--- src/rtl/bram_wr_if.sv ---
// Stream input plus Port-B style BRAM bus of the block RAM writer.
// The slave modport is the writer side and the master modport is the stream source / RAM side.
interface bram_wr_if;
  logic [31:0] din;
  logic        din_valid;
  logic        din_ready;
  logic        ram_clk;
  logic        ram_rst;
  logic        ram_en;
  logic [3:0]  ram_we;
  logic [31:0] ram_addr;
  logic [31:0] ram_wr_data;
  logic [31:0] ram_rd_data;

  modport slave (
    input  din, din_valid, ram_rd_data,
    output din_ready, ram_clk, ram_rst, ram_en, ram_we, ram_addr, ram_wr_data
  );

  modport master (
    output din, din_valid, ram_rd_data,
    input  din_ready, ram_clk, ram_rst, ram_en, ram_we, ram_addr, ram_wr_data
  );
endinterface

--- src/rtl/bram_wr.sv ---
// Writes a 32-bit valid/ready stream into a BRAM from a latched byte address and length.
// Defining BRAM_WR_PATTERN_EN adds pat_mode, which selects an internal word-index data source.
module bram_wr (
  input  logic        clk,
  input  logic        rst_n,
  input  logic        start_wr,
  input  logic [31:0] start_addr,
  input  logic [31:0] wr_len,
`ifdef BRAM_WR_PATTERN_EN
  input  logic        pat_mode,
`endif
  output logic        busy,
  output logic        wr_done,
  bram_wr_if.slave    bus
);

  typedef enum logic [1:0] {IDLE, WRITE, DONE} state_t;

  state_t      state_q, state_d;
  logic        d0_q, d1_q;
  logic [31:0] addr_q, addr_d;
  logic [29:0] words_q, words_d;
  logic        ram_en_q, ram_en_d;
  logic [3:0]  ram_we_q, ram_we_d;
  logic [31:0] ram_addr_q, ram_addr_d;
  logic [31:0] ram_wr_data_q, ram_wr_data_d;
  logic        wr_done_q, wr_done_d;
  logic        pos_start;
  logic        accept;
  logic [31:0] wdata;

`ifdef BRAM_WR_PATTERN_EN
  logic        pat_q, pat_d;
  logic [31:0] idx_q, idx_d;

  assign bus.din_ready = (state_q == WRITE) & ~pat_q;
  assign accept        = (state_q == WRITE) & (pat_q | bus.din_valid);
  assign wdata         = pat_q ? idx_q : bus.din;
`else
  assign bus.din_ready = (state_q == WRITE);
  assign accept        = bus.din_valid & bus.din_ready;
  assign wdata         = bus.din;
`endif

  assign pos_start       = d0_q & ~d1_q;
  assign busy            = (state_q != IDLE);
  assign wr_done         = wr_done_q;
  assign bus.ram_clk     = clk;
  assign bus.ram_rst     = 1'b0;
  assign bus.ram_en      = ram_en_q;
  assign bus.ram_we      = ram_we_q;
  assign bus.ram_addr    = ram_addr_q;
  assign bus.ram_wr_data = ram_wr_data_q;

  // Read data and the sub-word length bits have no use in a write-only engine.
  logic unused_ok;
  assign unused_ok = ^bus.ram_rd_data ^ ^wr_len[1:0];

  always_comb begin
    state_d       = state_q;
    addr_d        = addr_q;
    words_d       = words_q;
    ram_en_d      = 1'b0;
    ram_we_d      = 4'h0;
    ram_addr_d    = ram_addr_q;
    ram_wr_data_d = ram_wr_data_q;
    wr_done_d     = 1'b0;
`ifdef BRAM_WR_PATTERN_EN
    pat_d         = pat_q;
    idx_d         = idx_q;
`endif
    case (state_q)
      IDLE: begin
        if (pos_start) begin
          addr_d  = start_addr;
          words_d = wr_len[31:2];
`ifdef BRAM_WR_PATTERN_EN
          pat_d   = pat_mode;
          idx_d   = 32'd0;
`endif
          state_d = (wr_len[31:2] == 30'd0) ? DONE : WRITE;
        end
      end
      WRITE: begin
        if (accept) begin
          ram_en_d      = 1'b1;
          ram_we_d      = 4'hF;
          ram_addr_d    = addr_q;
          ram_wr_data_d = wdata;
          addr_d        = addr_q + 32'd4;
          words_d       = words_q - 30'd1;
`ifdef BRAM_WR_PATTERN_EN
          idx_d         = idx_q + 32'd1;
`endif
          if (words_q == 30'd1) state_d = DONE;
        end
      end
      DONE: begin
        ram_addr_d = 32'd0;
        wr_done_d  = 1'b1;
        state_d    = IDLE;
      end
      default: state_d = IDLE;
    endcase
  end

  always_ff @(posedge clk or negedge rst_n) begin
    if (!rst_n) begin
      state_q       <= IDLE;
      d0_q          <= 1'b0;
      d1_q          <= 1'b0;
      addr_q        <= 32'd0;
      words_q       <= 30'd0;
      ram_en_q      <= 1'b0;
      ram_we_q      <= 4'h0;
      ram_addr_q    <= 32'd0;
      ram_wr_data_q <= 32'd0;
      wr_done_q     <= 1'b0;
`ifdef BRAM_WR_PATTERN_EN
      pat_q         <= 1'b0;
      idx_q         <= 32'd0;
`endif
    end else begin
      state_q       <= state_d;
      d0_q          <= start_wr;
      d1_q          <= d0_q;
      addr_q        <= addr_d;
      words_q       <= words_d;
      ram_en_q      <= ram_en_d;
      ram_we_q      <= ram_we_d;
      ram_addr_q    <= ram_addr_d;
      ram_wr_data_q <= ram_wr_data_d;
      wr_done_q     <= wr_done_d;
`ifdef BRAM_WR_PATTERN_EN
      pat_q         <= pat_d;
      idx_q         <= idx_d;
`endif
    end
  end

endmodule

--- src/flat_wrapper.sv ---
// flat-port wrapper written by rule: the top's interface ports become plain ports
module bram_wr_flat 
  (clk, rst_n, start_wr, start_addr, wr_len, busy, wr_done, bus_din, bus_din_valid, bus_ram_rd_data, bus_din_ready, bus_ram_clk, bus_ram_rst, bus_ram_en, bus_ram_we, bus_ram_addr, bus_ram_wr_data);
  bram_wr_if bus_i ();
  input  logic clk;
  input  logic rst_n;
  input  logic start_wr;
  input  logic [31:0] start_addr;
  input  logic [31:0] wr_len;
  output logic busy;
  output logic wr_done;
  input wire logic [$bits(bus_i.din)-1:0] bus_din;
  input wire logic [$bits(bus_i.din_valid)-1:0] bus_din_valid;
  input wire logic [$bits(bus_i.ram_rd_data)-1:0] bus_ram_rd_data;
  output wire logic [$bits(bus_i.din_ready)-1:0] bus_din_ready;
  output wire logic [$bits(bus_i.ram_clk)-1:0] bus_ram_clk;
  output wire logic [$bits(bus_i.ram_rst)-1:0] bus_ram_rst;
  output wire logic [$bits(bus_i.ram_en)-1:0] bus_ram_en;
  output wire logic [$bits(bus_i.ram_we)-1:0] bus_ram_we;
  output wire logic [$bits(bus_i.ram_addr)-1:0] bus_ram_addr;
  output wire logic [$bits(bus_i.ram_wr_data)-1:0] bus_ram_wr_data;
  assign bus_i.din = bus_din;
  assign bus_i.din_valid = bus_din_valid;
  assign bus_i.ram_rd_data = bus_ram_rd_data;
  assign bus_din_ready = bus_i.din_ready;
  assign bus_ram_clk = bus_i.ram_clk;
  assign bus_ram_rst = bus_i.ram_rst;
  assign bus_ram_en = bus_i.ram_en;
  assign bus_ram_we = bus_i.ram_we;
  assign bus_ram_addr = bus_i.ram_addr;
  assign bus_ram_wr_data = bus_i.ram_wr_data;
  bram_wr u_core (.clk(clk), .rst_n(rst_n), .start_wr(start_wr), .start_addr(start_addr), .wr_len(wr_len), .busy(busy), .wr_done(wr_done), .bus(bus_i));
endmodule
--- config.mk ---
export PLATFORM = sky130hd
export DESIGN_NAME = bram_wr_flat
export DESIGN_NICKNAME = d
export VERILOG_FILES = /design/src/rtl/bram_wr_if.sv /design/src/rtl/bram_wr.sv /design/src/flat_wrapper.sv
export SDC_FILE = /design/constraint.sdc
export NUM_CORES = 1
export LEC_CHECK = 0
export BUFFER_PORTS_ARGS = -buffer_cell sky130_fd_sc_hd__buf_2
export CORE_MARGIN = 2
export CORE_UTILIZATION = 56
export DETAILED_ROUTE_END_ITERATION = 7
export PLACE_DENSITY = 0.95
export SYNTH_ARGS = -nofsm -noshare
export SYNTH_HDL_FRONTEND = slang
export SYNTH_SLANG_ARGS = --single-unit
export TNS_END_PERCENT = 20
--- constraint.sdc ---
create_clock -name clk -period 6.72 [get_ports clk]
set_clock_uncertainty 0.05 [all_clocks]
set_input_delay 1.344 -clock clk [delete_from_list [all_inputs] [get_ports clk]]
set_output_delay 1.344 -clock clk [all_outputs]
set_load 0.05 [all_outputs]
Yosys cells after proc, flatten, opt, wreduce, memory -nomap -nowiden
Index checks and enable logic that the tools add are counted.

$add $sub $neg: 2. Equality and inequality tests: 6. Multiplexer cells: 18. Bitwise operators: 3. Reductions and logical operators: 9.

Operators by type and width (number): 32-bit one-hot mux with 2 select lines (2); 32-bit two-way mux (3); 30-bit two-way mux (2); 30-bit one-hot mux with 2 select lines (1); 32-bit by 3-bit adder with 32-bit output (second input constant) (1); 30-bit by 1-bit equality test with 1-bit output (second input constant) (1); 30-bit zero test (1); 30-bit by 1-bit subtractor with 30-bit output (second input constant) (1); 2-bit two-way mux (4); 4-bit two-way mux (2); 3-bit AND reduction (2); 2-bit nonzero test (3); 2-bit inequality test (second input constant) (2); 2-bit one-hot mux with 2 select lines (1); 2-bit AND reduction (2); 1-bit two-way mux (3); 1-bit bitwise AND (2); 2-bit by 1-bit equality test with 1-bit output (second input constant) (1); 2-bit equality test (second input constant) (1); 2-bit zero test (1); 2-bit by 1-bit inequality test with 1-bit output (second input constant) (1); 1-bit NOT (1).

Bits in registers: 136. Bits of input ports: 132. Output and inout bits: 74. Logic and storage cells: 48.

Depth between registers and ports, before layout
Depth in word-level cells: 4. Depth in mapped cells: 9.

==> metrics.cfg <==
[floorplan]
die-height_um = 113
coreArea_um2 = 11500
die_area_um2 = 12700
io_pins = 206
die_width_um = 113
fp-row-count = 39
initial_utilization_pct = 57.7

[synth]
synthTopCellsByArea = dfrtp_1 50%, nand2_1 11%, a21oi_1 4.9%, nand3_1 4.7%, o21ai_0 2.6%
yosys_register_bits = 132
synthesis.area_um2 = 6610
synth_top_area_cell = dfrtp_1
synth_flop_cell = dfrtp_1
syn_nets = 916
async_flop_share_pct = 100
synth_edf_count = 0
ys_types = 61
synth_top_area_share_pct = 49.9
ys_seq_area_share_pct = 49.9
yosys_warnings = 0
synth_area_per_cell_um2 = 8.47
synthCells = 781

[sta]
tightest_slew_ps = 1040
maxSlewViolCount = 0
fin_ws_ps = 1520
relSlewSlack_pct = 30.3
hold_violations = 0
grt_setup_unrepaired = false
setup_viol = 0
final.setup.tns_ps = 0

[global_route]
grt_use_total_pct = 28.2
grt_max_degree = 100
overflow = 0
antenna_found_initial = 0
grt_pass1_vias = 5948
grt_pass1_wl_um = 28800

[cells_and_area]
insertedDiodeCount = 0
areaGrowthSynthToFinish_pct = 22.6
final_nets = 1061
drive_gt1_share_pct = 24.1
post-route-util_pct = 70.7

[pwr]
power.density_nw_per_um2 = 295
power.leakage_uw = 0.00399
peakVddDrop_mv = 0.379

[job]
drv_cap = 0

[detailed_routing]
routed_via_density = 5.95
dr.pass1.iters = 5
drt-total-wl_um = 17600
dr_total_vias = 6429
drt-initial-drc-count = 618
drc = 0
wire_per_inst_um = 16.3
detail-route-antenna-nets = 0

[place]
place_ws_ps = 1780
gp_congestion = 0.861
io_buffers = 170
dpl.hpwl_um = 11600

[clocking]
ctsHoldBuffers = 0
path_clk_slew_ps = 50
clkLatencyLatePin_ps = 530
ctsResizeCount = 0
post_cts_buffers = 0
cts_tree = done

[run_status]
status = completed

[critical_path]
critPathArrivalTime_ps = 3800
path_cells = clkbuf_16 > clkbuf_16 > buf_2
cp_num_buf_inv = 3
cpPeakStageDelay_ps = 200
crit_path_start_kind = clock port
path_delay_family = buffers and inverters
crit_fanout = 2
crit_type = clk -> out
crit_path_end_kind = output port
slowest_stage = buf_2
cpMostUsedCell = clkbuf_16
required_ps = 5330

[worst_hold_path]
hp-class = reg -> reg

cells in the final DEF (no fill, tap or decap), types with 7 or more instances in the layout:
master and instances:
nor4_1 13, or3_1 9, buf_4 11, nand2_1 201
inv_1 8, clkbuf_16 20, and3_1 7, dfrtp_1 132
o32ai_1 7, o22ai_1 12, a21oi_1 65, buf_2 169
nand4_1 10, nor2_1 44, nand3_1 62, o21ai_0 35
nor3_1 21
report_power, final:
part | internal, uW | switching (uW)
clock | 621 | 350
combinational | 131 | 308
sequential | 887 | 98.9
total | 1640 | 757
logic make-up after synthesis:
| logic type | count (synthesis) | synth area share [%] |
|---|---|---|
| simple gates | 395 | 27.1 |
| compound gates | 177 | 17.1 |
| flops | 132 | 49.9 |
| buf+inv | 67 | 4.28 |
| mux | 6 | 0.908 |
| fa+ha+maj | 3 | 0.568 |
| other cells | 1 | 0.0567 |
worst register-to-register path: cells and delay by family (launching register included):
| family | cells | cell delay (ps) |
|---|---|---|
| AOI/OAI and AO/OA | 2 | 340 |
| buffers and inverters | 1 | 440 |
| DFF | 1 | 470 |
| and+or+nand+nor | 2 | 1590 |
state kept, by name, summed over array words and instances (netlist names):
name / flops
u_core.bus.ram_wr_data: 32
u_core.d0_q: 1
u_core.words_q: 30
u_core.bus.ram_addr: 32
u_core.bus.ram_we: 1
u_core.wr_done: 1
u_core.state_q: 2
u_core.addr_q: 32
u_core.d1_q: 1
Yosys cell counts, types with 4 or more instances:
master	count
nand2_1	201
dfrtp_1	132
a21oi_1	65
nand3_1	62
nor2_1	45
clkbuf_1	43
o21ai_0	35
nor3_1	21
nor4_1	13
o22ai_1	12
nand4_1	10
or3_1	9
inv_1	8
and3_1	7
o32ai_1	7
a31oi_1	6
buf_1	6
buf_4	6
mux2i_1	6
o22a_1	6
or4_1	6
a211oi_1	5
a2bb2oi_1	4
o31ai_1	4
routing by layer:
| layer | GRT usage (%) | share of wire [%] | vias to the layer above |
|---|---|---|---|
| li1 | - | - | 3065 |
| met4 | 9.19 | 1.3 | 0 |
| met5 | 0 | 0 | - |
| met2 | 44.2 | 47 | 309 |
| met3 | 6.43 | 7.8 | 16 |
| met1 | 39.3 | 44 | 3039 |
layout make-up:
type / instances / area, um2
Clock buffer: 29 / 576
Clock inverter: 5 / 50.0
Fill cell: 903 / 3360
Inverter: 10 / 37.5
Multi-Input combinational cell: 582 / 3040
Sequential cell: 132 / 3300
Tap cell: 143 / 179
Timing Repair Buffer: 179 / 923
metrics by stage:
stage / hold slack, ps / power [uW] / instance area [um2] / cells
final: 356 / 2400 / 8110 / 1080
after global routing: 378 / 2510 / 8110 / 1080
after CTS: 354 / 2410 / 8110 / 1080
after detailed placement: 342 / 1460 / 7490 / 1047
after global placement: 340 / 1440 / 7490 / 1047
after floorplan: 309 / 1320 / 6610 / 781
path summary, 6_finish.rpt:
check,start,to,slack [ps],depth (start not counted)
max,clk,bus_ram_clk,1520,3
min,u_core.d0_q,u_core.d1_q,360,0
max reg2reg,u_core.state_q[0],u_core.words_q[9],3720,5
min reg2reg,u_core.d0_q,u_core.d1_q,360,0
max in group asynchronous,rst_n,u_core.d1_q,4360,2
min in group asynchronous,rst_n,u_core.bus.ram_wr_data[16],930,1
No activity file was read; power rests on OpenSTA's default activity.
